==> src/rtl/irq_arbiter.sv <==
// irq_arbiter: merges the keyboard and Ethernet interrupt sources into one
// interrupt request for the pipelined core. Each source has a small FIFO
// for its payload words. Only one interrupt is in service at a time.
//
// Build option: define IRQ_ARB_RR_EN to get round-robin arbitration between
// the two sources. Without it, Ethernet always wins over keyboard.
//
// state      | meaning
// -----------+----------------------------------------------------------
// ST_IDLE    | nothing in service; issue when a FIFO has data and core is idle
// ST_ISSUE   | one-cycle irq pulse, payload and source latched on the outputs
// ST_SERVICE | handler running in the core; wait for the RTI/RSI pulse
module irq_arbiter #(
   parameter int DATA_W = 32,
   parameter int DEPTH  = 2
) (
   input  logic              clk,
   input  logic              rst_n,
   input  logic              key_req,
   input  logic [DATA_W-1:0] key_data,
   input  logic              eth_req,
   input  logic [DATA_W-1:0] eth_data,
   input  logic              cpu_busy,
   input  logic              irq_done,
   output logic              irq,
   output logic [DATA_W-1:0] irq_data,
   output logic              irq_src,
   output logic              in_service,
   output logic [1:0]        pending,
   output logic [1:0]        overflow
);

   localparam int PTR_W = (DEPTH > 1) ? $clog2(DEPTH) : 1;
   localparam int CNT_W = PTR_W + 1;

   typedef enum logic [1:0] {
      ST_IDLE    = 2'd0,
      ST_ISSUE   = 2'd1,
      ST_SERVICE = 2'd2
   } state_t;

   state_t state_q, state_d;

   // Index 0 is the keyboard source and index 1 is the Ethernet source.
   // This matches irq_src and the bit order of pending/overflow.
   logic [1:0]        req_in;
   logic [1:0]        req_q;
   logic [DATA_W-1:0] data_in  [2];
   logic [DATA_W-1:0] mem_q    [2][DEPTH];
   logic [PTR_W-1:0]  wr_ptr_q [2];
   logic [PTR_W-1:0]  wr_ptr_d [2];
   logic [PTR_W-1:0]  rd_ptr_q [2];
   logic [PTR_W-1:0]  rd_ptr_d [2];
   logic [CNT_W-1:0]  cnt_q    [2];
   logic [CNT_W-1:0]  cnt_d    [2];

   logic [1:0] evt;
   logic [1:0] pend;
   logic [1:0] full;
   logic [1:0] push;
   logic [1:0] pop;
   logic [1:0] ovf_q, ovf_d;
   logic       win;
   logic       issue;

   logic              irq_q, irq_d;
   logic              in_service_q, in_service_d;
   logic              irq_src_q, irq_src_d;
   logic [DATA_W-1:0] irq_data_q, irq_data_d;

`ifdef IRQ_ARB_RR_EN
   logic last_grant_q, last_grant_d;
`endif

   assign req_in     = {eth_req, key_req};
   assign data_in[0] = key_data;
   assign data_in[1] = eth_data;

   // Per-source status: rising-edge event, FIFO non-empty and FIFO full
   always_comb begin
      evt  = '0;
      pend = '0;
      full = '0;
      for (int s = 0; s < 2; s++) begin
         evt[s]  = req_in[s] & ~req_q[s];
         pend[s] = (cnt_q[s] != '0);
         full[s] = (cnt_q[s] == CNT_W'(DEPTH));
      end
   end

   // Winner selection and the issue decision (only from idle with the core quiet)
   always_comb begin
      win = pend[1];
`ifdef IRQ_ARB_RR_EN
      if (pend == 2'b11) begin
         win = ~last_grant_q;
      end
`endif
      issue = (state_q == ST_IDLE) && (pend != 2'b00) && !cpu_busy;
      pop   = {issue & win, issue & ~win};
   end

   // FIFO bookkeeping: a pop in the same edge frees the slot a full push needs
   always_comb begin
      push     = '0;
      ovf_d    = ovf_q;
      wr_ptr_d = wr_ptr_q;
      rd_ptr_d = rd_ptr_q;
      cnt_d    = cnt_q;
      for (int s = 0; s < 2; s++) begin
         push[s]  = evt[s] & (~full[s] | pop[s]);
         ovf_d[s] = ovf_q[s] | (evt[s] & full[s] & ~pop[s]);
         if (push[s]) begin
            wr_ptr_d[s] = wr_ptr_q[s] + PTR_W'(1);
         end
         if (pop[s]) begin
            rd_ptr_d[s] = rd_ptr_q[s] + PTR_W'(1);
         end
         case ({push[s], pop[s]})
            2'b10:   cnt_d[s] = cnt_q[s] + CNT_W'(1);
            2'b01:   cnt_d[s] = cnt_q[s] - CNT_W'(1);
            default: cnt_d[s] = cnt_q[s];
         endcase
      end
   end

   // Next state, latched payload/source, and registered irq/in_service
   always_comb begin
      state_d    = state_q;
      irq_data_d = irq_data_q;
      irq_src_d  = irq_src_q;
`ifdef IRQ_ARB_RR_EN
      last_grant_d = last_grant_q;
`endif
      case (state_q)
         ST_IDLE: begin
            if (issue) begin
               state_d    = ST_ISSUE;
               irq_data_d = mem_q[win][rd_ptr_q[win]];
               irq_src_d  = win;
`ifdef IRQ_ARB_RR_EN
               last_grant_d = win;
`endif
            end
         end
         ST_ISSUE:   state_d = ST_SERVICE;
         ST_SERVICE: begin
            if (irq_done) begin
               state_d = ST_IDLE;
            end
         end
         default:    state_d = ST_IDLE;
      endcase
      irq_d        = (state_d == ST_ISSUE);
      in_service_d = (state_d != ST_IDLE);
   end

   // Payload storage; a write to the head slot in the same edge as its pop is safe
   always_ff @(posedge clk or negedge rst_n) begin
      if (!rst_n) begin
         for (int s = 0; s < 2; s++) begin
            for (int d = 0; d < DEPTH; d++) begin
               mem_q[s][d] <= '0;
            end
         end
      end else begin
         for (int s = 0; s < 2; s++) begin
            if (push[s]) begin
               mem_q[s][wr_ptr_q[s]] <= data_in[s];
            end
         end
      end
   end

   // State, pointers, counts, edge detect and output registers
   always_ff @(posedge clk or negedge rst_n) begin
      if (!rst_n) begin
         state_q      <= ST_IDLE;
         req_q        <= '0;
         ovf_q        <= '0;
         irq_q        <= 1'b0;
         in_service_q <= 1'b0;
         irq_src_q    <= 1'b0;
         irq_data_q   <= '0;
         for (int s = 0; s < 2; s++) begin
            wr_ptr_q[s] <= '0;
            rd_ptr_q[s] <= '0;
            cnt_q[s]    <= '0;
         end
      end else begin
         state_q      <= state_d;
         req_q        <= req_in;
         ovf_q        <= ovf_d;
         irq_q        <= irq_d;
         in_service_q <= in_service_d;
         irq_src_q    <= irq_src_d;
         irq_data_q   <= irq_data_d;
         wr_ptr_q     <= wr_ptr_d;
         rd_ptr_q     <= rd_ptr_d;
         cnt_q        <= cnt_d;
      end
   end

`ifdef IRQ_ARB_RR_EN
   // Remembers which source was granted last so the other one wins a tie next time
   always_ff @(posedge clk or negedge rst_n) begin
      if (!rst_n) begin
         last_grant_q <= 1'b0;
      end else begin
         last_grant_q <= last_grant_d;
      end
   end
`endif

   assign irq        = irq_q;
   assign irq_data   = irq_data_q;
   assign irq_src    = irq_src_q;
   assign in_service = in_service_q;
   assign pending    = pend;
   assign overflow   = ovf_q;

endmodule

==> config.mk <==
export PLATFORM = sky130hd
export DESIGN_NAME = irq_arbiter
export DESIGN_NICKNAME = d
export VERILOG_FILES = /design/src/rtl/irq_arbiter.sv
export SDC_FILE = /design/constraint.sdc
export NUM_CORES = 1
export LEC_CHECK = 0
export CAP_MARGIN = 20
export CORE_MARGIN = 2
export CORE_UTILIZATION = 45
export CTS_BUF_LIST = sky130_fd_sc_hd__clkbuf_16
export DETAILED_ROUTE_END_ITERATION = 6
export DONT_BUFFER_PORTS = 1
export GPL_TIMING_DRIVEN = 0
export HOLD_SLACK_MARGIN = 0.08
export PLACE_DENSITY = 0.66
export SYNTH_ARGS = -nofsm -noshare
export SYNTH_HDL_FRONTEND = slang
export SYNTH_SLANG_ARGS = --single-unit
==> constraint.sdc <==
create_clock -name clk -period 4.1 [get_ports clk]
set_input_delay 1.025 -clock clk [delete_from_list [all_inputs] [get_ports clk]]
set_output_delay 1.025 -clock clk [all_outputs]
set_load 0.02 [all_outputs]
==> impl_metrics.sql <==
INSERT INTO impl_metrics (metric_group, metric, value, unit) VALUES
('status', 'run_status', 'finished, final reports clean', ''),
('finish', 'num-nets-final', '623', ''),
('cts', 'postCtsSetupBuffers', '0', ''),
('floorplanning', 'initial_utilization', '0.465', ''),
('timing', 'final_min_period_over_clock_period', '0.625', ''),
('critical_path', 'critical_path.cell_chain', 'nor2_2, inv_2, buf_4', ''),
('finish', 'final_cell_mix', '177 x sky130_fd_sc_hd__dfrtp_1, 65 x sky130_fd_sc_hd__mux2_1, 64 x sky130_fd_sc_hd__mux2i_1, 64 x sky130_fd_sc_hd__a32o_1, 34 x sky130_fd_sc_hd__clkbuf_1', ''),
('timing', 'final_hold_violation_count', '0', ''),
('timing', 'post-route-min-period', '2.56', 'ns'),
('cts', 'numClockSinks', '177', ''),
('yosys', 'synth.ff_latch_count', '177', ''),
('finish', 'post_route_cells_drive_above_1_share', '0.0904', ''),
('critical_path', 'critical_path.endpoint_type', 'output pin', ''),
('global_routing', 'grt_start_max_net_pins', '178', ''),
('global_routing', 'grt_first_pass_wirelength', '28000', 'um'),
('critical_path', 'slowest_delay', '0.43', 'ns'),
('timing', 'fmax', '390', 'MHz'),
('cts', 'cts.clk_slew.worst_paths', '0.07', 'ns'),
('yosys', 'yosys_warnings', '0', ''),
('cts', 'clk_latency', '0.43', 'ns'),
('place', 'port_buffers', '0', ''),
('floorplanning', 'fp-row-count', '46', ''),
('place', 'post-dp-hpwl', '11800', 'um'),
('pwr', 'leakage', '3.66', 'nW'),
('critical_path', 'required_time_of_the_worst_setup_path', '3.07', 'ns'),
('critical_path', 'crit_slowest_cell', 'sky130_fd_sc_hd__dfrtp_1', ''),
('cts', 'tritoncts.num_buffers', '17', ''),
('pwr', 'vdd_ir_drop_max', '0.000449', 'V'),
('timing', 'slew_viol_final', '0', ''),
('cts', 'ctsHoldBuffers', '0', ''),
('timing', 'fin_ws', '1.54', 'ns'),
('yosys', 'synthesis.nets', '604', ''),
('critical_path', 'reg2reg_depth', '5', ''),
('yosys', 'post_synth_inst_count', '532', ''),
('floorplanning', 'die_h', '133', 'um'),
('critical_path', 'setup.worst_path.class', 'reg2out', ''),
('critical_path', 'critical_path_startpoint_category', 'flip-flop', ''),
('timing', 'fin_worst_skew', '0.0116', 'ns'),
('critical_path', 'cp.arrival', '1.54', 'ns'),
('timing', 'slew_headroom', '0.360', ''),
('yosys', 'area_of_the_mapped_netlist', '7440', 'um2'),
('yosys', 'seq_area_frac_synth', '0.596', ''),
('finish', 'n_antenna_cell', '0', ''),
('global_routing', 'grt_util_all_layers', '0.208', ''),
('floorplanning', 'die-area', '17600', 'um2'),
('finish', 'finish.utilization', '0.521', ''),
('job', 'drv.max_cap_violation_count', '0', ''),
('place', 'routabilityCongestion', '0.756', ''),
('drt', 'finalWirelength', '17600', 'um'),
('global_routing', 'globalRouteOverflowTotal', '0', ''),
('critical_path', 'cp_max_fo', '10', ''),
('timing', 'max_slew.worst_pin.slew', '0.961', 'ns'),
('pwr', 'powerDensity', '879', 'nW/um2'),
('global_routing', 'grt_pass1_vias', '4988', ''),
('drt', 'detail-route-antenna-nets', '0', ''),
('cts', 'ctsLongestPathBuffers', '2', ''),
('drt', 'detailroute.via_count', '4743', ''),
('cts', 'clock_tree.htree_level_count', '4', ''),
('timing', 'rsz_0062_raised_after_global_routing', 'false', ''),
('floorplanning', 'floorplan.die.width', '133', 'um'),
('cts', 'clk_root_buf', 'sky130_fd_sc_hd__clkbuf_16', ''),
('drt', 'route.detailed.vias_per_inst', '6.08', ''),
('finish', 'layout-area-overhead-vs-synth', '12.2', '%'),
('cts', 'cts_resized', '0', ''),
('drt', 'detail_route.wl_per_cell', '22.6', 'um'),
('drt', 'number_of_drc_violations_after_detailed_routing', '0', ''),
('global_routing', 'grt_antenna_before_repair', '0', ''),
('yosys', 'avgSynthCellArea', '14.0', 'um2'),
('cts', 'tritoncts', 'yes', ''),
('yosys', 'post_synth_num_cell_types', '29', ''),
('timing', 'finalSetupViolCount', '0', ''),
('drt', 'detail_route.first_pass.iterations', '5', ''),
('finish', 'mostFrequentLayoutCell', 'sky130_fd_sc_hd__dfrtp_1', ''),
('place', 'pre_cts_ws', '1.16', 'ns'),
('timing', 'final.setup.tns', '0', 'ns'),
('floorplanning', 'pin_count', '109', ''),
('min_path', 'hold_class', 'in2async', ''),
('floorplanning', 'design.core.area', '16000', 'um2'),
('drt', 'drt_first_iter_violations', '351', '');
## area by class of cell
| cell class | count | area (um2) |
|---|---|---|
| inverter | 5 | 18.8 |
| clock inverter | 15 | 209 |
| sequential | 177 | 4430 |
| buffer | 48 | 199 |
| multi-input combinational | 302 | 2790 |
| fill | 1405 | 7660 |
| clock buffer | 17 | 425 |
| tap | 216 | 270 |
## metal layers
metal,GRT usage,wire [um],vias up
met1,0.271,7400,2497
met2,0.322,8410,135
met4,0.0753,363,0
met5,0,0,-
li1,-,-,2084
met3,0.0755,1450,27
## through the flow
stage               hold slack (ns)  area (um2)  cells  total power (W)
floorplan                     0.447        7440    532          0.00500
global placement              0.460        7710    748          0.00551
detailed placement            0.465        7710    748          0.00565
CTS                           0.279        8340    780          0.00740
global route                  0.291        8340    780          0.00778
finish                        0.304        8340    780          0.00734
## worst max-delay path: cells and delay by family, from the launching register on
kind                   cells  cell delay [ns]
and+or+nand+nor            1             0.43
DFF                        1             0.43
buffers and inverters      2             0.27
## state kept, by name, summed over array words and instances (netlist names)
| signal | flops |
|---|---|
| cnt_q | 4 |
| in_service | 1 |
| irq | 1 |
| irq_data | 32 |
| irq_src | 1 |
| mem_q | 128 |
| overflow | 2 |
| rd_ptr_q | 2 |
| req_q | 2 |
| state_q | 2 |
| wr_ptr_q | 2 |
## Yosys cell counts
| cell type | n | share of area |
|---|---|---|
| sky130_fd_sc_hd__nor3_1 | 2 | 0.0013 |
| sky130_fd_sc_hd__a21o_1 | 2 | 0.0020 |
| sky130_fd_sc_hd__mux2i_1 | 64 | 0.086 |
| sky130_fd_sc_hd__ha_1 | 2 | 0.0034 |
| sky130_fd_sc_hd__buf_4 | 1 | 0.0010 |
| sky130_fd_sc_hd__nand2b_1 | 6 | 0.0050 |
| sky130_fd_sc_hd__inv_2 | 4 | 0.0020 |
| sky130_fd_sc_hd__dfrtp_1 | 177 | 0.60 |
| sky130_fd_sc_hd__nor2_2 | 1 | 0.00084 |
| sky130_fd_sc_hd__buf_2 | 12 | 0.0081 |
| sky130_fd_sc_hd__nor3b_2 | 1 | 0.0017 |
| sky130_fd_sc_hd__nand2_1 | 4 | 0.0020 |
| sky130_fd_sc_hd__o21ai_1 | 4 | 0.0027 |
| sky130_fd_sc_hd__inv_1 | 1 | 0.00050 |
| sky130_fd_sc_hd__nor3_4 | 1 | 0.0022 |
| sky130_fd_sc_hd__clkbuf_1 | 34 | 0.017 |
| sky130_fd_sc_hd__a32o_1 | 64 | 0.086 |
| sky130_fd_sc_hd__a21oi_1 | 1 | 0.00067 |
| sky130_fd_sc_hd__a22o_1 | 32 | 0.038 |
| sky130_fd_sc_hd__buf_1 | 1 | 0.00050 |
| sky130_fd_sc_hd__or3_1 | 2 | 0.0017 |
| sky130_fd_sc_hd__nand3b_1 | 1 | 0.0010 |
| sky130_fd_sc_hd__nor2_1 | 7 | 0.0035 |
| sky130_fd_sc_hd__xnor2_1 | 4 | 0.0047 |
| sky130_fd_sc_hd__xor2_1 | 4 | 0.0047 |
| sky130_fd_sc_hd__nor2b_1 | 2 | 0.0017 |
| sky130_fd_sc_hd__o21ai_0 | 1 | 0.00067 |
| sky130_fd_sc_hd__o22ai_1 | 32 | 0.027 |
| sky130_fd_sc_hd__mux2_1 | 65 | 0.098 |
## where the power goes
group          internal, W  total (W)  switching [W]
clock network      0.00103    0.00173       0.000697
registers          0.00258    0.00326       0.000685
logic              0.00116    0.00235        0.00119
## cells by family (layout without fill, tap and decap cells)
group	after synthesis	in the layout	share of synthesized area
compound gates	136	136	0.157
fa+ha+maj	2	2	0.00336
simple gates	27	27	0.0210
xor+xnor	8	8	0.00942
buf+inv	53	85	0.0293
flops	177	177	0.596
mux	129	129	0.185
## path summary, 6_finish.rpt
path / startpoint / slack (ns) / to
min reg2reg: wr_ptr_q[0] / 0.48 / wr_ptr_q[0]
max: cnt_q[0] / 1.54 / pending[1]
max in group asynchronous: rst_n / 3.55 / mem_q[107]
max reg2reg: cnt_q[0] / 1.67 / irq_data[14]
min: rst_n / 0.30 / mem_q[96]
min in group clk: wr_ptr_q[0] / 0.48 / wr_ptr_q[0]
Power figures use the tool's default switching activity.
==> RTL edit 1: new RTL, same settings <==
Set the parameter `DATA_W` to 64 (it was 32).
--- a/src/rtl/irq_arbiter.sv
+++ b/src/rtl/irq_arbiter.sv
@@ -12,5 +12,5 @@
 // ST_SERVICE | handler running in the core; wait for the RTI/RSI pulse
 module irq_arbiter #(
-   parameter int DATA_W = 32,
+   parameter int DATA_W = 64,
    parameter int DEPTH  = 2
 ) (
Ports: changed (resized eth_data, irq_data and key_data); port bits go from 109 to 205. No check against the original RTL was run, so the function may have changed too.
==> RTL edit 1 against the unedited design <==
Final area rose by 90%. First-iteration DRC count rose by 110%. Sequential cell count rose by 160. Synthesized area rose by 91%. Combinational power rose by 100%. Power rose by 90%. Setup slack got worse by 0.34 ns. Sequential share of layout area rose by 0.17 points. Synthesized cell count rose by 87%. Wire length rose by 100%. Die area rose by 88%. Critical endpoint unchanged. Largest cell class unchanged. Largest power group unchanged. Highest routed layer unchanged.
==> RTL edit 1: results <==
group,metric,value,unit
logic_synthesis,synth_area_leaders,"sky130_fd_sc_hd__dfrtp_1, sky130_fd_sc_hd__mux2_2, sky130_fd_sc_hd__a32o_1",
logic_synthesis,synth-seq-area-share,59.4,%
final_layout,largest_register_ff_count,256,
critical_path,r2r_end,"irq_data[43]$_DFFE_PN0P_",
power,net-switching-power,0.00486,W
grt,grt_pass1_wl,56600,um
timing,finalClockSkew,0.0176,ns
clock_network,clockBufferDepth,3,
drt,drt-total-wl,36000,um
critical_path,crit_path_end,"pending[1]",
logic_synthesis,synth.net_count,1130,
clock_network,cts_repair_resize_count,0,
critical_path,timing.critical_path.fanout_max,6,
clock_network,cts_htree_levels,2,
timing,tightest_pin_transition,1.22,ns
placement,detailed_place_hpwl,24000,um
logic_synthesis,synth.cells.most_frequent,"sky130_fd_sc_hd__dfrtp_1, sky130_fd_sc_hd__mux2_2, sky130_fd_sc_hd__a32o_1, sky130_fd_sc_hd__mux2i_1",
logic_synthesis,synth_async_sr_flop_share,100,%
clock_network,cts_buffers,37,
placement,globalplace.congestion,0.765,
critical_path,timing.reg2reg.worst_path_depth,6,
drt,num_vias,8985,
drt,drt_iter0_markers,746,
placement,io_buffers,0,
timing,fin_crit_sh,70.9,%
grt,first_global_vias,9540,
critical_path,timing.critical_path.arrival,1.88,ns
logic_synthesis,synth-compound-area-share,16.1,%
logic_synthesis,post_synth_num_cell_types,31,
grt,grt_antenna_before_repair,0,
clock_network,worst_skew_pair.late_latency,0.52,ns
drt,dr.pass1.iters,6,
logic_synthesis,synth.yosys.warnings,0,
logic_synthesis,post_synth_mux_area_share,19.2,%
logic_synthesis,synth_xor_xnor_area_share,0.555,%
outcome,run_status,"completed",
clock_network,cts.root.buffer_cell,"sky130_fd_sc_hd__clkbuf_16",
power,peakVddDrop,0.490,mV
logic_synthesis,synth_adder_area_share,0.176,%
power,power_leakage,6.99,nW
grt,global_route.usage.total,22.0,%
final_layout,registers.top_by_ff_count,"mem_q",
final_layout,layout.nets,1170,
worst_hold_path,hold_path_class,"input pin to asynchronous set/reset pin",
clock_network,clkSlewWorstSetupHoldPaths,0.06,ns
critical_path,timing.reg2reg.setup_slack,1.27,ns
grt,largest_net_degree_at_the_start_of_global_routing,338,
critical_path,r2r_start,"cnt_q[0]$_DFFE_PN0P_",
final_layout,drive_above_1_share,20.9,%
placement,pre_cts_slack,0.979,ns
## RTL edit 1: cell type report
type | count | area, um2
clock inverter | 25 | 134
sequential | 337 | 8430
inverter | 5 | 18.8
multi-input combinational | 556 | 5270
tap | 402 | 503
timing repair buffer | 1 | 15.0
clock buffer | 39 | 976
buffer | 96 | 479
fill | 2724 | 15500
## RTL edit 1: worst max-delay path, stage by stage (launching register included)
cell                      delay [ns]
sky130_fd_sc_hd__dfrtp_1        0.42
sky130_fd_sc_hd__nor2_1         0.56
sky130_fd_sc_hd__inv_1          0.18
sky130_fd_sc_hd__buf_4          0.21
## RTL edit 1: per-stage QoR
step                      hold slack (ns)  cell area, um2  std cells  util, %
after global routing                0.190           15800       1461     50.6
after global placement              0.472           14700       1396     47.0
final                               0.218           15800       1461     50.6
after floorplan                     0.446           14200        994        -
after detailed placement            0.469           14700       1397     47.0
after CTS                           0.197           15800       1461     50.6
## RTL edit 1: power groups by stage
stage / Sequential [W] / Clock [W] / Combinational, W
finish: 0.00616 / 0.00306 / 0.00475
global route: 0.00636 / 0.00328 / 0.00519
CTS: 0.00616 / 0.00314 / 0.00481
detailed placement: 0.00621 / 0 / 0.00480
global placement: 0.00614 / 0 / 0.00467
floorplan: 0.00595 / 0 / 0.00375
## RTL edit 1: layer usage
| layer | up-vias | global-route usage (%) | part of all wire, % |
|---|---|---|---|
| li1 | 3948 | - | - |
| met1 | 4735 | 28.9 | 42 |
| met2 | 257 | 35.9 | 48 |
| met3 | 45 | 6.74 | 7.9 |
| met4 | 0 | 5.07 | 1.7 |
| met5 | - | 0 | 0 |
==> RTL edit 2: new RTL, same settings <==
Without the edit above. Register the output `irq` once more, cleared by the reset; this adds one clock of latency there. The other outputs are not delayed to match. Comments in the files are not updated.
--- a/src/rtl/irq_arbiter.sv
+++ b/src/rtl/irq_arbiter.sv
@@ -213,5 +213,11 @@
 `endif
 
-   assign irq        = irq_q;
+   always_ff @(posedge clk or negedge rst_n) begin
+      if (!rst_n) begin
+         irq <= '0;
+      end else begin
+         irq <= irq_q;
+      end
+   end
    assign irq_data   = irq_data_q;
    assign irq_src    = irq_src_q;
Check against the original RTL: not equivalent (Yosys sat finds a counterexample within 4 cycles, from zero or initial values and one cycle with rst_n low).
==> RTL edit 2 against the unedited design <==
Register-to-register slack improved by 0.02 ns. Maximum frequency fell by 0.74%. Via count rose by 0.82%. Sequential share of layout area rose by 0.46 points. Power fell by 1.3%. Clock power fell by 8%. First-iteration DRC count fell by 5.1%. Setup slack got worse by 0.019 ns. Wire length rose by 2.0%. Synthesized area rose by 0.34%. Sequential cell count rose by 1. Final area fell by 0.30%. Critical path type unchanged.
==> RTL edit 2: results <==
group,metric,value,unit
clock_network,cts_htree_levels,4,
grt,largest_net_degree_at_the_start_of_global_routing,179,
logic_synthesis,post_synth_mux_area_share,18.4,%
final_layout,largest_register_ff_count,128,
logic_synthesis,synth-seq-area-share,59.7,%
grt,first_global_vias,5109,
clock_network,cts_buffers,17,
critical_path,critical_path.max_stage_delay,0.43,ns
critical_path,timing.reg2reg.setup_slack,1.69,ns
drt,drt_iter0_markers,333,
final_layout,num_antenna_cells,0,
logic_synthesis,synth_area_leaders,"sky130_fd_sc_hd__dfrtp_1, sky130_fd_sc_hd__mux2_1, sky130_fd_sc_hd__a32o_1",
clock_network,clockBufferDepth,2,
timing,final.hold.worst_slack,0.297,ns
grt,grt_antenna_before_repair,0,
clock_network,cts_hold_buf,0,
placement,io_buffers,0,
clock_network,clkSlewWorstSetupHoldPaths,0.06,ns
logic_synthesis,synth_xor_xnor_area_share,0.939,%
clock_network,cts_repair_resize_count,0,
critical_path,timing.critical_path.arrival,1.56,ns
outcome,run_status,"completed",
critical_path,timing.reg2reg.worst_path_depth,5,
placement,globalplace.congestion,0.739,
timing,tightest_pin_transition,0.942,ns
clock_network,cts.root.buffer_cell,"sky130_fd_sc_hd__clkbuf_16",
logic_synthesis,post_synth_num_cell_types,29,
logic_synthesis,synth_adder_area_share,0.335,%
logic_synthesis,synth.yosys.warnings,0,
logic_synthesis,synth.most_common_cell,"sky130_fd_sc_hd__dfrtp_1",
critical_path,critical_path.slowest_cell,"sky130_fd_sc_hd__nor2_2",
logic_synthesis,synth_async_sr_flop_share,100,%
timing,achievable-frequency,387,MHz
final_layout,drive_above_1_share,7.96,%
critical_path,cp_top_family,"simple AND/OR/NAND/NOR gates",
worst_hold_path,hold_path_class,"input pin to asynchronous set/reset pin",
critical_path,timing.critical_path.fanout_max,10,
power,power_leakage,3.67,nW
final_layout,layout.nets,624,
logic_synthesis,synth.cells.most_frequent,"sky130_fd_sc_hd__dfrtp_1, sky130_fd_sc_hd__mux2_1, sky130_fd_sc_hd__a32o_1, sky130_fd_sc_hd__mux2i_1, sky130_fd_sc_hd__clkbuf_1",
placement,placed_cell_area,0.00774,mm2
clock_network,worst_skew_pair.late_latency,0.43,ns
timing,finalClockSkew,0.00890,ns
clock_network,post-cts-setup-buffers,0,
final_layout,registers.top_by_ff_count,"mem_q",
logic_synthesis,synth.net_count,605,
drt,wl_per_cell,22.9,um
drt,dr.pass1.iters,4,
placement,detailed_place_hpwl,12000,um
power,peakVddDrop,0.496,mV
grt,global_route.usage.total,21.2,%
drt,route.detailed.vias_per_inst,6.09,
grt,grt_pass1_wl,28500,um
logic_synthesis,synth-compound-area-share,15.6,%
-- RTL edit 2: cell types whose count changed in the layout (fill, tap and decap cells not counted), sizes merged --
| cell | change |
|---|---|
| inv | +4 |
| clkinv | -3 |
| dfrtp | +1 |
| bufinv | -1 |
-- RTL edit 2: path summary, 6_finish.rpt --
path / start / end
max in group asynchronous: rst_n / req_q[1]$_DFF_PN0_
min: rst_n / mem_q[6]$_DFFE_PN0P_
max: cnt_q[1]$_DFFE_PN0P_ / pending[1]
min in group clk: irq_q$_DFF_PN0_ / irq$_DFF_PN0_
max reg2reg: cnt_q[1]$_DFFE_PN0P_ / irq_data[5]$_DFFE_PN0P_
min reg2reg: irq_q$_DFF_PN0_ / irq$_DFF_PN0_
-- RTL edit 2: metal layers --
layer	track usage, %	up-vias	routed length, um
li1	-	2085	-
met1	26.4	2510	7430
met2	34.4	163	8800
met3	7.43	24	1400
met4	7.71	0	333
met5	0	-	0
-- RTL edit 2: through the flow --
stage | std cells | worst slack (ns)
floorplan | 533 | 1.73
global placement | 753 | 1.17
detailed placement | 753 | 1.16
CTS | 785 | 1.46
global route | 785 | 1.40
finish | 785 | 1.52
-- RTL edit 2: layout make-up --
type | instances | area, um2
Tap cell | 220 | 275
Inverter | 5 | 18.8
Clock inverter | 15 | 154
Multi-Input combinational cell | 302 | 2790
Fill cell | 1382 | 8090
Clock buffer | 17 | 425
Buffer | 48 | 199
Sequential cell | 178 | 4450
-- RTL edit 2: power breakdown --
| part | switching (W) | total (W) | internal (W) |
|---|---|---|---|
| combinational | 0.00121 | 0.00236 | 0.00116 |
| clock | 0.000655 | 0.00160 | 0.000944 |
| sequential | 0.000690 | 0.00328 | 0.00259 |
